**config.mk**
```make
export PLATFORM = sky130hd
export DESIGN_NAME = count_monitor
export DESIGN_NICKNAME = d
export VERILOG_FILES = /design/src/rtl/count_monitor.sv
export SDC_FILE = /design/constraint.sdc
export NUM_CORES = 1
export LEC_CHECK = 0
export CORE_ASPECT_RATIO = 1.2
export CORE_MARGIN = 2
export CORE_UTILIZATION = 51
export DETAILED_ROUTE_END_ITERATION = 10
export HOLD_SLACK_MARGIN = 0.12
export PLACE_DENSITY = 0.79
export SYNTH_ARGS = -nofsm -noshare
export SYNTH_HDL_FRONTEND = slang
export SYNTH_SLANG_ARGS = --single-unit
```
**constraint.sdc**
```tcl
create_clock -name clk -period 3.2 [get_ports clk]
set_input_delay 0.48 -clock clk [delete_from_list [all_inputs] [get_ports clk]]
set_output_delay 0.48 -clock clk [all_outputs]
set_load 0.005 [all_outputs]
```
**src/rtl/count_monitor.sv**
```systemverilog
// Monitors a WIDTH-bit up/down counter: classifies each sample, flags wraps and
// direction errors, keeps min/max/wrap statistics and a hysteretic high alarm.
module count_monitor #(
   parameter int unsigned WIDTH     = 5,
   parameter int unsigned HI_THRESH = 24,
   parameter int unsigned LO_THRESH = 8,
   parameter int unsigned WRAP_W    = 8
) (
   input  logic              clk,
   input  logic              reset,
   input  logic [WIDTH-1:0]  count_in,
   input  logic              mode,
   input  logic              sample_en,
   input  logic              clr_stats,
   output logic              wrap_up,
   output logic              wrap_down,
   output logic              step_err,
   output logic              dir_err,
   output logic              hi_alarm,
   output logic              stats_valid,
   output logic [WIDTH-1:0]  min_val,
   output logic [WIDTH-1:0]  max_val,
   output logic [WRAP_W-1:0] wrap_count
);

   localparam logic [WIDTH-1:0]  CNT_MAX  = '1;
   localparam logic [WRAP_W-1:0] WRAP_MAX = '1;
   localparam logic [WIDTH-1:0]  HI_LVL   = WIDTH'(HI_THRESH);
   localparam logic [WIDTH-1:0]  LO_LVL   = WIDTH'(LO_THRESH);

   typedef enum logic {IDLE, HIGH} alarm_state_t;

   alarm_state_t     state, state_nxt;
   logic [WIDTH-1:0] prev;
   logic             primed;

   logic [WIDTH-1:0] delta_c;
   logic             take_c, is_up_c, is_dn_c;
   logic             wup_c, wdn_c, step_c, dir_c;

   // Classify the incoming sample relative to the previous one.
   always_comb begin
      delta_c = count_in - prev;
      take_c  = sample_en & ~clr_stats & primed;
      is_up_c = (delta_c == WIDTH'(1));
      is_dn_c = (delta_c == CNT_MAX);
      wup_c   = take_c & is_up_c & (prev == CNT_MAX) & (count_in == '0);
      wdn_c   = take_c & is_dn_c & (prev == '0) & (count_in == CNT_MAX);
      step_c  = take_c & (delta_c != '0) & ~is_up_c & ~is_dn_c;
      dir_c   = take_c & ((is_up_c & ~mode) | (is_dn_c & mode));
   end

   // Alarm next-state: only a live sample can move it; a clear forces IDLE.
   always_comb begin
      state_nxt = state;
      if (clr_stats) begin
         state_nxt = IDLE;
      end else if (sample_en) begin
         case (state)
            IDLE:    if (count_in >= HI_LVL) state_nxt = HIGH;
            HIGH:    if (count_in <= LO_LVL) state_nxt = IDLE;
            default: state_nxt = IDLE;
         endcase
      end
   end

   always_ff @(posedge clk) begin
      if (!reset) state <= IDLE;
      else        state <= state_nxt;
   end

   always_ff @(posedge clk) begin
      if (!reset) begin
         hi_alarm <= 1'b0;
      end else begin
         hi_alarm <= (state_nxt == HIGH);
      end
   end

   always_ff @(posedge clk) begin
      if (!reset) begin
         prev        <= '0;
         primed      <= 1'b0;
         stats_valid <= 1'b0;
         min_val     <= '0;
         max_val     <= '0;
         wrap_count  <= '0;
         wrap_up     <= 1'b0;
         wrap_down   <= 1'b0;
         step_err    <= 1'b0;
         dir_err     <= 1'b0;
      end else begin
         wrap_up   <= wup_c;
         wrap_down <= wdn_c;
         step_err  <= step_c;
         dir_err   <= dir_c;
         if (clr_stats) begin
            primed      <= 1'b0;
            stats_valid <= 1'b0;
            min_val     <= '0;
            max_val     <= '0;
            wrap_count  <= '0;
         end else if (sample_en) begin
            prev <= count_in;
            if (!primed) begin
               primed      <= 1'b1;
               stats_valid <= 1'b1;
               min_val     <= count_in;
               max_val     <= count_in;
            end else begin
               if (count_in < min_val) min_val <= count_in;
               if (count_in > max_val) max_val <= count_in;
               if ((wup_c | wdn_c) && (wrap_count != WRAP_MAX))
                  wrap_count <= wrap_count + WRAP_W'(1);
            end
         end
      end
   end

endmodule

```
# Yosys cells after proc, flatten, opt, wreduce, memory -nomap -nowiden
# Cells that the tools add are included.
# classes
bitwise_logic,23
n_lt_le_gt_ge,4
eq_ne,7
reduce_logical,10
addsub,2
muxes,7
# op_table
operator,count
$mux W5,4
$eq A5 B5 Y1 const B,3
$and A1 B1 Y1,14
$logic_not A5 Y1,2
$add A8 B1 Y8 const B,1
$ne A8 B8 Y1 const B,1
$reduce_and A2 Y1,4
$not A1 Y1,7
$eq A5 B1 Y1 const B,1
$ge A5 B5 Y1 const B,1
$gt A5 B5 Y1,1
$le A5 B4 Y1 const B,1
$lt A5 B5 Y1,1
$reduce_bool A5 Y1,1
$sub A5 B5 Y5,1
$ne A2 B1 Y1 const B,2
$reduce_and A3 Y1,1
$mux W1,2
$or A1 B1 Y1,2
$pmux W1 S2,1
$reduce_or A2 Y1,1
$logic_and A1 B1 Y1,1
# word_totals
regBits,30
elab_cells,64
input_bits,10

# Longest topological paths before layout
# Gate-level depths: netlist (run 1).
# logic_depth
ltp_word,9
ltp_mapped,12

# Least setup slack after synthesis (run 1)
# Ideal clock, no wire load.
# synth_timing
kind,input to register
startpoint,input count_in[0]
endpoint,register wrap_count[7]
cell_stages,12
arrival_time_ns,2.699
required_ns,3.128
n_path_buf,1
setup_time_ns,0.072
path_slack_ns,0.429
cell_sequence,inv_1 > ha_1 > inv_1 > fa_1 > a21o_1 > a21oi_1 > xnor2_1 > nor4_1 > o22ai_2 > buf_6 > nor4_2 > mux2i_1
# synth_via
elab_chain_len,8
elab_cells_between_ends,14
# synth_lines
element,line,source
from (decl),11,"input logic [WIDTH-1:0] count_in,"
$sub A5 B5 Y5,43,delta_c = count_in - prev;
$eq A5 B1 Y1 or $eq A5 B5 Y1 (tied branches),"45, 46",
$and A1 B1 Y1 (on tied branches) (3 in a row),"47, 48",
$or A1 B1 Y1 *,113,if ((wup_c | wdn_c) && (wrap_count != WRAP_MAX))
$logic_and A1 B1 Y1 *,113,
$reduce_and A3 Y1 (no line) *,n/a,
to (signal assigned),114,wrap_count <= wrap_count + WRAP_W'(1);
to (decl),23,output logic [WRAP_W-1:0] wrap_count
# Mark *: on every way between the ends. The rest lies on a longest branch, timed or not.
# A chain may end at the register's enable or synchronous reset.

# Worst setup path after layout (run 1)
# layout_timing
startpoint,input count_in[0]
endpoint,register wrap_count[3]
# Same word-level chain as after synthesis.

==> results by group, run 1 <==
Critical path
  • Element type at the critical path start: primary input
  • Reg2reg setup slack: 0.53 ns
  • WS Path Type: primary input to flop
  • Crit-path leading delay family: simple AND/OR/NAND/NOR gates
  • Crit path launch: count_in[0]
  • R2r startpoint: prev[0]
  • Critical path's slowest cell: clkdlybuf4s50_1
  • Crit path depth: 13
  • Reg2reg end: wrap_count[3]
  • Worst setup EP type: flop
  • Register-to-Register Path Depth: 11
  • Critical Path End: wrap_count[3]
  • Critical Path Most Common Cell: inv_1
  • Crit-path max FO: 9
  • CP cell instances: clkdlybuf4s50_1, inv_1, ha_1, inv_1, fa_1, buf_4, xor2_1, or2_2, and4b_1, o22ai_2, buf_12, or3_1, a21oi_1
  • Critical Path AT: 3.19 ns
  • Max incr delay on CP: 0.42 ns
  • WP buf/inv: 5
  • Critical Path RT: around 3.5 ns

Global route
  • Number of global-route vias before repair: roughly 1.5k
  • Pin count of the biggest net entering global routing: 21
  • First-pass GRT wire length: roughly 6600 um
  • Initial antenna violation count: 0
  • All-layer global routing usage: approximately 22%
  • Total grt overflow: 0

Yosys
  • Syn Nets: 213
  • Register area share after synthesis: between 30% and 40%
  • Synth Area in Simple Gates: 24.0%
  • Post-Syn Area per Cell: 8.94 sq um
  • Seq cells post-synth: 30
  • Adder-Cell Fraction of Synth Area: 11.6%
  • Compound-cell area share of the yosys netlist: approximately 11%
  • Post-synthesis xor/xnor area fraction: between 2 and 3%
  • Largest family of logic cells by synthesized area: simple AND/OR/NAND/NOR gates
  • Synth warn: 0
  • Multiplexer area fraction after synthesis: a little under a tenth
  • Synth top area share: a little over a third
  • Cell taking the most area after synthesis: dfxtp_1
  • Post-Syn Area: roughly 1700 sq um
  • Synth top area cells: dfxtp_1 (36%), ha_1 (10%), mux2i_1 (9.5%)
  • Post-synth ARST share: 0%
  • Post-Syn Instances: 188
  • Post-synth EDFFs: 0
  • Dominant synthesized flop cell: dfxtp_1
  • Synth unique cells: 41

Route
  • Remaining antenna violation count after routing: 0
  • Routed wire length: 3800 um
  • TritonRoute pass-1 iters: 4
  • DR vias: 1516
  • Vias/cell: 5.51
  • DR iter-0 viols: 45
  • Avg WL per Cell: 13.8 um
  • Residual DRC: 0

Pwr
  • Psw: 0.216 mW
  • Flop pwr share: 49.9%
  • Overall power: approximately 0.79 mW
  • P per Cell Area: 358 nW/um^2
  • Clk pwr share: 30.3%
  • Leakage: 0.873 nW
  • Pint: ~0.57 mW
  • Sw Ratio: between 20% and 30%
  • Combinational power share: 19.9%
  • Worst vdd ir: between 0.3 and 0.4 mV

Flow run
  • # Max-Cap Violations: 0

Finish
  • Filler Cells Inserted: 258
  • Area delta synth->final: 30.9%
  • Share of cells above drive strength 1: 12.1%
  • Antenna diodes: 0
  • Most common cell after layout, fill and taps aside: clkdlybuf4s50_1
  • Non-Filler Instances: 275
  • Final net count: 263
  • Commonest cells after routing, fill and taps aside: clkdlybuf4s50_1 (33), dfxtp_1 (30), nor2_1 (23), mux2i_1 (16), inv_1 (15)

STA
  • Unrepaired setup endpoints after global routing: no
  • Final setup fails: 0
  • Post-Route Skew: 0.00526 ns
  • Final hold violations: 0
  • Setup_tns: 0 ns
  • Peak Freq: roughly 0.34 GHz
  • Min Tclk post-route: 2.91 ns
  • Relative slew slack: 77.2%
  • Period utilization: 91.1%
  • Slew Limit Fails: 0
  • Worst-Margin Slew: 0.340 ns

Clock tree
  • Buffer depth of the longest clock path: 2
  • Worst-path clk slew: 0.09 ns
  • TritonCTS clock tree: yes
  • CTS buffer count: 5
  • CTS H-Tree Depth: 2
  • CTS root buffer: clkbuf_4
  • Post-CTS Setup Repair Bufs: 0
  • Worst skew pair latency: approximately 0.33 ns
  • Number of hold-repair buffers added at the cts stage: 0
  • Clk sinks: 30

Min path
  • Worst min path class: flop to flop

Floorplan
  • Initial core utilization: 54.1%
  • Core area: 3110 sq um
  • # rows: 22
  • Die Y: 66.9 um
  • Die Width: around 56 um
  • Total die area: 3770 sq um
  • Ports: 34

Placement
  • PortBufs: 33
  • Cells after DPL: between 200 and 300
  • Routability cong.: 0.846
  • Dpl hpwl: 2910 um

Run status
  • Status: completed
==> synthesized netlist by cell type, drive strengths merged (4+ instances only) <==
cell,count
inv,15
o21a,4
a21oi,8
ha,14
mux2i,16
nand2b,7
nor3,4
nor2b,7
nand2,8
o21ai,5
nor4,5
dfxtp,30
nor2,23
==> registers in the layout, indices dropped and copies added (netlist names), 5 cells and up <==
register    flops
wrap_count      8
min_val         5
max_val         5
prev            5
==> logic make-up (layout without fill, tap and decap cells) <==
group                    after synthesis  in the layout
buffers and inverters                 20             71
adder cells (fa/ha/maj)               15             15
AO/OA/AOI/OAI                         27             27
flip-flops                            30             30
multiplexers                          16             16
AND/OR/NAND/NOR                       75             75
XOR/XNOR                               5              5
==> per-layer routing <==
| metal | GRT usage, % | part of all wire [%] |
|---|---|---|
| met5 | 0 | 0 |
| met1 | 24.5 | 43 |
| met4 | 7.74 | 1.6 |
| met3 | 5.44 | 5.1 |
| met2 | 41.4 | 50 |
==> worst min-delay path by stage <==
stage	start	to	slack, ns	cells past startpoint
after floorplan	stats_valid	stats_valid	0.47	2
after global placement	stats_valid	stats_valid	0.45	2
after detailed placement	stats_valid	stats_valid	0.47	2
after CTS	stats_valid	stats_valid	0.49	2
after global routing	stats_valid	stats_valid	0.53	2
final	stats_valid	stats_valid	0.49	2
==> worst min-delay path: cells and delay by family, from the launching register on <==
kind             cells  cell delay, ns
flip-flops           1            0.34
AND/OR/NAND/NOR      2            0.12
==> stage by stage <==
stage / instance area (sq um) / hold WS [ns] / utilization [%] / setup WS, ns
6_report: 2200 / 0.490 / 70.8 / 0.285
5_1_grt: 2200 / 0.531 / 70.8 / 0.0547
4_1_cts: 2200 / 0.495 / 70.8 / 0.245
3_5_place_dp: 2140 / 0.475 / 68.8 / -0.107
3_3_place_gp: 2140 / 0.454 / 68.8 / -0.0138
2_1_floorplan: 1680 / 0.465 / - / 0.429
==> power groups by stage <==
stage	clock, mW	combinational (mW)	sequential, mW
2_1_floorplan	0	0.0908	0.400
6_report	0.238	0.157	0.393
5_1_grt	0.262	0.175	0.394
3_5_place_dp	0	0.156	0.401
4_1_cts	0.244	0.157	0.393
3_3_place_gp	0	0.148	0.400
==> repair_timing <==
item / in CTS / in global routing
gates resized for setup: 0 / 0
hold endpoints to repair: 0 / 0
endpoints found under the setup margin: 0 / 1
==> layout make-up <==
type,count,area (sq um),area share (%)
multi-input cells,138,983,44.7
flip-flops and latches,30,601,27.3
repair buffers,48,455,20.7
inverters,15,56.3,2.56
clock buffers,7,55.1,2.50
well taps,36,45.0,2.05
clock inverters,1,5.00,0.227
Power figures use the tool's default switching activity.
==> run 2: changes to the inputs <==
- CORE_UTILIZATION: 51 -> 50
- PLACE_DENSITY: 0.79 -> 0.78
==> run 2 against run 1 <==
  * Clock skew barely moved
  * Worst setup slack got worse by 0.093 ns
  * Die area rose by 1.9%
  * Largest power group unchanged
  * First-iteration DRC count rose by 40%
  * Fmax fell by 3.1%
  * Non-clock buffer count fell by 1
  * Final cell count did not move
  * Register-to-register slack got worse by 0.06 ns
  * Highest routed layer unchanged
==> results by group, run 2 (synthesis gave the netlist of run 1 again) <==
Clock tree
  • CTS buffer count: 5 (unchanged)
  • Worst-path clk slew: 0.06 ns (-0.03 ns)
  • CTS root buffer: clkbuf_8
  • CTS resizes: 0 (unchanged)
  • Worst skew pair latency: 0.29 ns (-0.04 ns)
  • Number of hold-repair buffers added at the cts stage: 0 (unchanged)
  • TritonCTS clock tree: yes
  • CTS H-Tree Depth: 2 (unchanged)
  • Clk sinks: 30 (unchanged)
  • Post-CTS Setup Repair Bufs: 0 (unchanged)
  • Buffer depth of the longest clock path: 2 (unchanged)

STA
  • Slew Limit Fails: 0 (unchanged)
  • Final hold violations: 0 (unchanged)
  • Peak Freq: 0.333 GHz (-3.1%)
  • Crit path setup slack, layout: 0.193 ns (-0.0928 ns)
  • Min Hold Slack: 0.476 ns (-0.0147 ns)
  • Relative slew slack: 74.7% (-2.4 points)
  • Final setup fails: 0 (unchanged)
  • Worst-Margin Slew: 0.376 ns (+0.0361 ns)
  • Min Tclk post-route: 3.01 ns (+0.0928 ns)
  • Period utilization: 94.0% (+2.9 points)
  • Post-Route Skew: 0.00480 ns (-0.000465 ns)
  • Setup_tns: 0 ns (unchanged)

Floorplan
  • Core area: 3280 sq um (+5.5%)
  • Ports: 34 (unchanged)
  • # rows: 23 (+4.5%)
  • Initial core utilization: 51.3% (-2.8 points)
  • Die Y: 67.5 um (+0.94%)
  • Die Width: 56.9 um (+0.92%)
  • Total die area: 3850 sq um (+1.9%)

Critical path
  • Critical Path AT: 3.23 ns (+0.04 ns)
  • Worst setup EP type: flop
  • Crit path launch: count_in[0]
  • Crit-path leading delay family: simple AND/OR/NAND/NOR gates
  • Reg2reg setup slack: 0.47 ns (-0.06 ns)
  • CP cell instances: clkdlybuf4s50_1, inv_1, ha_1, inv_1, fa_1, buf_4, xor2_1, or2_2, and4b_1, o22ai_2, buf_12, or3_1, a21oi_2
  • WP buf/inv: 5 (unchanged)
  • Element type at the critical path start: primary input
  • Crit-path max FO: 10 (+1)
  • R2r startpoint: prev[0]
  • Max incr delay on CP: 0.41 ns (about the same)
  • Critical Path RT: 3.42 ns (-0.05 ns)
  • WS Path Type: primary input to flop
  • Critical path's slowest cell: clkdlybuf4s50_1
  • Critical Path Most Common Cell: inv_1

Flow run
  • # Max-Cap Violations: 0 (unchanged)

Placement
  • Routability cong.: 0.823 (-2.7%)
  • Dpl hpwl: 2740 um (-5.6%)
  • Dpl ws: -0.127 ns (-0.0205 ns)
  • PortBufs: 33 (unchanged)
  • Cells after DPL: 267 (unchanged)

Route
  • TritonRoute pass-1 iters: 4 (unchanged)
  • Vias/cell: 5.40 (-2.1%)
  • Avg WL per Cell: 13.6 um (-1.8%)
  • DR iter-0 viols: 63 (+40%)
  • Remaining antenna violation count after routing: 0 (unchanged)
  • Routed wire length: 3730 um (-1.8%)
  • DR vias: 1484 (-2.1%)
  • Residual DRC: 0 (unchanged)

Global route
  • First-pass GRT wire length: 6130 um (-7.8%)
  • Total grt overflow: 0 (unchanged)
  • Initial antenna violation count: 0 (unchanged)
  • Number of global-route vias before repair: 1367 (-9.7%)
  • Pin count of the biggest net entering global routing: 21 (unchanged)
  • All-layer global routing usage: 20.9% (-1.4 points)

Finish
  • Fin util: 68.2% (-2.6 points)
  • Antenna diodes: 0 (unchanged)
  • Area delta synth->final: 33.0%
  • Non-Filler Instances: 275 (unchanged)
  • Final net count: 262 (-0.38%)
  • Commonest cells after routing, fill and taps aside: clkdlybuf4s50_1 (33), dfxtp_1 (30), nor2_1 (23), mux2i_1 (16), inv_1 (15)
  • Max FFs per register: 8 (unchanged)
  • Share of cells above drive strength 1: 12.6% (+0.47 points)
  • Largest Register: wrap_count
  • Filler Cells Inserted: 273 (+5.8%)
  • Most common cell after layout, fill and taps aside: clkdlybuf4s50_1

Pwr
  • P per Cell Area: 388 nW/um^2 (+8.5%)
  • Worst vdd ir: 0.417 mV (+32%)
  • Leakage: 0.881 nW (+0.88%)

Min path
  • Min-delay src: stats_valid
  • Worst min path class: flop to flop

Run status
  • Status: completed
-- run 2: per-layer routing --
metal | wire (um) | track usage [%]
met2 | 1870 | 36.4
met3 | 130 | 4.79
met5 | 0 | 0
met1 | 1620 | 23.7
met4 | 119 | 11.6
-- run 2: where the power goes --
group          total [mW]  internal (mW)  leakage (nW)  switching, mW
Sequential          0.393          0.384         0.244        0.00884
Combinational       0.158         0.0817         0.589         0.0761
Clock               0.318          0.173        0.0482          0.145
Total               0.868          0.639         0.881          0.230
-- run 2: worst min-delay path, delay by kind of cell, from the launching register on --
kind	cells	cell delay, ns
and+or+nand+nor	2	0.12
DFF	1	0.33
-- run 2: worst paths after layout --
path / to / depth (start not counted)
setup reg to reg: wrap_count[3] / 11
hold reg to reg: stats_valid / 2
setup / recovery: wrap_count[3] / 13
hold / removal: stats_valid / 2
-- run 2: final cells by class --
cell class / instances / area, sq um / share of cell area, %
clock inverters: 1 / 5.00 / 0.224
repair buffers: 47 / 448 / 20.0
well taps: 37 / 46.3 / 2.07
inverters: 15 / 56.3 / 2.52
flip-flops and latches: 30 / 601 / 26.9
multi-input cells: 138 / 993 / 44.4
clock buffers: 7 / 86.3 / 3.86
-- run 2: per-stage QoR --
step	power, mW	cell area, sq um
6_report	0.868	2240
5_1_grt	0.906	2240
4_1_cts	0.874	2230
3_5_place_dp	0.556	2130
3_3_place_gp	0.552	2130
2_1_floorplan	0.491	1680
==> run 3: changes to the inputs <==
- CORE_UTILIZATION: 50 -> 51
- PLACE_DENSITY: 0.78 -> 0.79
- SETUP_SLACK_MARGIN: not set -> 0.4
==> run 3 against run 2 <==
  * First-iteration DRC count fell by 32%
  * Largest cell class unchanged
  * Worst setup slack improved by 0.31 ns
  * Sequential power barely moved
  * Fmax rose by 12%
  * Non-clock buffer count rose by 4
  * Clock skew rose by 0.0014 ns
  * Clock-buffer cell count did not move
  * Register-to-register slack improved by 0.12 ns
  * Critical endpoint is now wrap_count[2]
  * Flip-flop and latch count did not move
  * Core utilization rose by 6.1 points
  * Die area fell by 1.8%
  * Sequential share of layout area fell by 0.80 points
==> results by group, run 3 (synthesis gave the netlist of run 1 again) <==
STA
  • Post-Route Skew: 0.00616 ns (+0.00136 ns)
  • Unrepaired setup endpoints after global routing: no
  • Worst-Margin Slew: 0.317 ns (-0.0590 ns)
  • Slew Limit Fails: 0 (unchanged)
  • Crit path setup slack, layout: 0.505 ns (+0.313 ns)
  • Final setup fails: 0 (unchanged)
  • Final hold violations: 0 (unchanged)
  • Min Hold Slack: 0.491 ns (+0.0156 ns)
  • Peak Freq: 0.371 GHz (+12%)
  • Relative slew slack: 78.8% (+4.1 points)
  • Period utilization: 84.2% (-9.8 points)
  • Min Tclk post-route: 2.69 ns (-0.313 ns)

Pwr
  • Worst vdd ir: 0.317 mV (-24%)
  • Flop pwr share: 49.2% (+4.0 points)
  • Leakage: 0.944 nW (+7.2%)
  • P per Cell Area: 346 nW/um^2 (-11%)
  • Pint: 0.577 mW (-9.7%)
  • Sw Ratio: 27.8% (+1.3 points)
  • Psw: 0.222 mW (-3.3%)
  • Combinational power share: 20.9% (+2.7 points)
  • Clk pwr share: 29.9% (-6.7 points)

Critical path
  • WP buf/inv: 3 (-2)
  • Element type at the critical path start: primary input
  • Max incr delay on CP: 0.46 ns (+0.05 ns)
  • Crit-path leading delay family: buffers and inverters
  • Crit-path max FO: 4 (-6)
  • Worst setup EP type: flop
  • Critical path's slowest cell: clkdlybuf4s50_1
  • Critical Path AT: 2.93 ns (-0.30 ns)
  • Critical Path RT: 3.44 ns (+0.02 ns)
  • Crit path depth: 10 (-3)
  • WS Path Type: primary input to flop
  • CP cell instances: clkdlybuf4s50_1, fa_2, buf_4, xor2_1, or2_2, and4b_1, o22ai_4, bufbuf_16, o21a_1, o21a_1
  • Register-to-Register Path Depth: 11 (unchanged)
  • Critical Path Most Common Cell: o21a_1

Finish
  • Commonest cells after routing, fill and taps aside: clkdlybuf4s50_1 (32), dfxtp_1 (29), nor2_1 (23), mux2i_1 (16), buf_4 (16)
  • Filler Cells Inserted: 238 (-13%)
  • Antenna diodes: 0 (unchanged)
  • Area delta synth->final: 37.4%
  • Share of cells above drive strength 1: 17.8% (+5.2 points)
  • Largest Register: wrap_count
  • Max FFs per register: 8 (unchanged)
  • Non-Filler Instances: 278 (+1.1%)
  • Most common cell after layout, fill and taps aside: clkdlybuf4s50_1
  • Design Area, Final: 2310 sq um (+3.3%)
  • Final net count: 266 (+1.5%)

Route
  • DR iter-0 viols: 43 (-32%)
  • Avg WL per Cell: 13.9 um (+2.7%)
  • Residual DRC: 0 (unchanged)
  • TritonRoute pass-1 iters: 4 (unchanged)
  • Vias/cell: 5.47 (+1.3%)
  • Remaining antenna violation count after routing: 0 (unchanged)
  • DR vias: 1520 (+2.4%)
  • Routed wire length: 3880 um (+3.9%)

Clock tree
  • Number of hold-repair buffers added at the cts stage: 0 (unchanged)
  • CTS root buffer: clkbuf_4
  • Worst-path clk slew: 0.09 ns (+0.03 ns)
  • Buffer depth of the longest clock path: 2 (unchanged)
  • CTS buffer count: 5 (unchanged)
  • Worst skew pair latency: 0.34 ns (+0.05 ns)
  • TritonCTS clock tree: yes
  • Clk sinks: 30 (unchanged)
  • CTS H-Tree Depth: 2 (unchanged)

Floorplan
  • Total die area: 3770 sq um (-1.8%)
  • Core area: 3110 sq um (-5.2%)
  • Ports: 34 (unchanged)
  • Die Width: 56.4 um (-0.91%)
  • Die Y: 66.9 um (-0.93%)
  • # rows: 22 (-4.3%)
  • Initial core utilization: 54.1% (+2.8 points)

Min path
  • Worst min path class: flop to flop
  • Hold Path Cell Cnt: 2 (unchanged)

Flow run
  • # Max-Cap Violations: 0 (unchanged)

Placement
  • Dpl hpwl: 2910 um (+6.0%)
  • Placed inst area: 2140 sq um (+0.29%)
  • Routability cong.: 0.846 (+2.7%)
  • Cells after DPL: 267 (unchanged)
  • Dpl ws: -0.107 ns (+0.0205 ns)
  • PortBufs: 33 (unchanged)

Global route
  • Total grt overflow: 0 (unchanged)
  • Pin count of the biggest net entering global routing: 21 (unchanged)
  • Initial antenna violation count: 0 (unchanged)
  • All-layer global routing usage: 22.7% (+1.8 points)
  • First-pass GRT wire length: 6730 um (+9.8%)
  • Number of global-route vias before repair: 1529 (+12%)

Run status
  • Status: completed
[run 3: cell type report]
cell class                 count  area, sq um  area share (%)
clock buffer                   7         55.1            2.38
clock inverter                 1         5.00           0.217
inverter                      15         56.3            2.44
multi-input combinational    138         1040            45.2
sequential                    30          602            26.1
tap                           36         45.0            1.95
timing repair buffer          51          502            21.7
[run 3: path summary, 6_finish.rpt]
check	start	endpoint	slack, ns
setup reg to reg	prev[0]	wrap_count[2]	0.59
setup / recovery	count_in[1]	wrap_count[2]	0.51
hold reg to reg	stats_valid	stats_valid	0.49
hold / removal	stats_valid	stats_valid	0.49
[run 3: per-stage QoR]
| step | power, mW | util [%] | TNS [ns] |
|---|---|---|---|
| after floorplan | 0.491 | - | 0 |
| after global placement | 0.549 | 68.8 | -0.0307 |
| after detailed placement | 0.557 | 68.8 | -0.461 |
| after CTS | 0.795 | 72.9 | 0 |
| after global routing | 0.842 | 74.3 | 0 |
| final | 0.799 | 74.3 | 0 |
[run 3: worst reg2reg max path, cell delays in order, from the launching register on]
cell,delay (ns)
dfxtp_2,0.37
ha_2,0.18
inv_1,0.05
fa_2,0.34
buf_4,0.14
xor2_1,0.14
or2_2,0.28
and4b_1,0.32
o22ai_4,0.10
bufbuf_16,0.27
o21a_1,0.16
o21a_1,0.17
[run 3: timing repair]
item	4_1_cts	5_1_grt
buffers inserted	2	0
resized for setup	5	9
pin swaps	4	6
gates cloned	1	0
hold endpoints to repair	0	0
endpoints found under the setup margin	8	8
[run 3: power groups by stage]
stage | registers, mW | logic, mW | clock network (mW)
after floorplan | 0.400 | 0.0908 | 0
after global placement | 0.400 | 0.148 | 0
after detailed placement | 0.401 | 0.156 | 0
after CTS | 0.393 | 0.158 | 0.244
after global routing | 0.395 | 0.185 | 0.262
final | 0.393 | 0.167 | 0.239
[run 3: per-layer routing]
metal	track usage, %	vias to the layer above	part of all wire [%]	wire, um
li1	-	765	-	-
met5	0	-	0	0
met3	5.83	9	4.5	173
met4	9.23	0	1.7	66
met1	24.6	705	42	1650
met2	41.6	41	51	1990
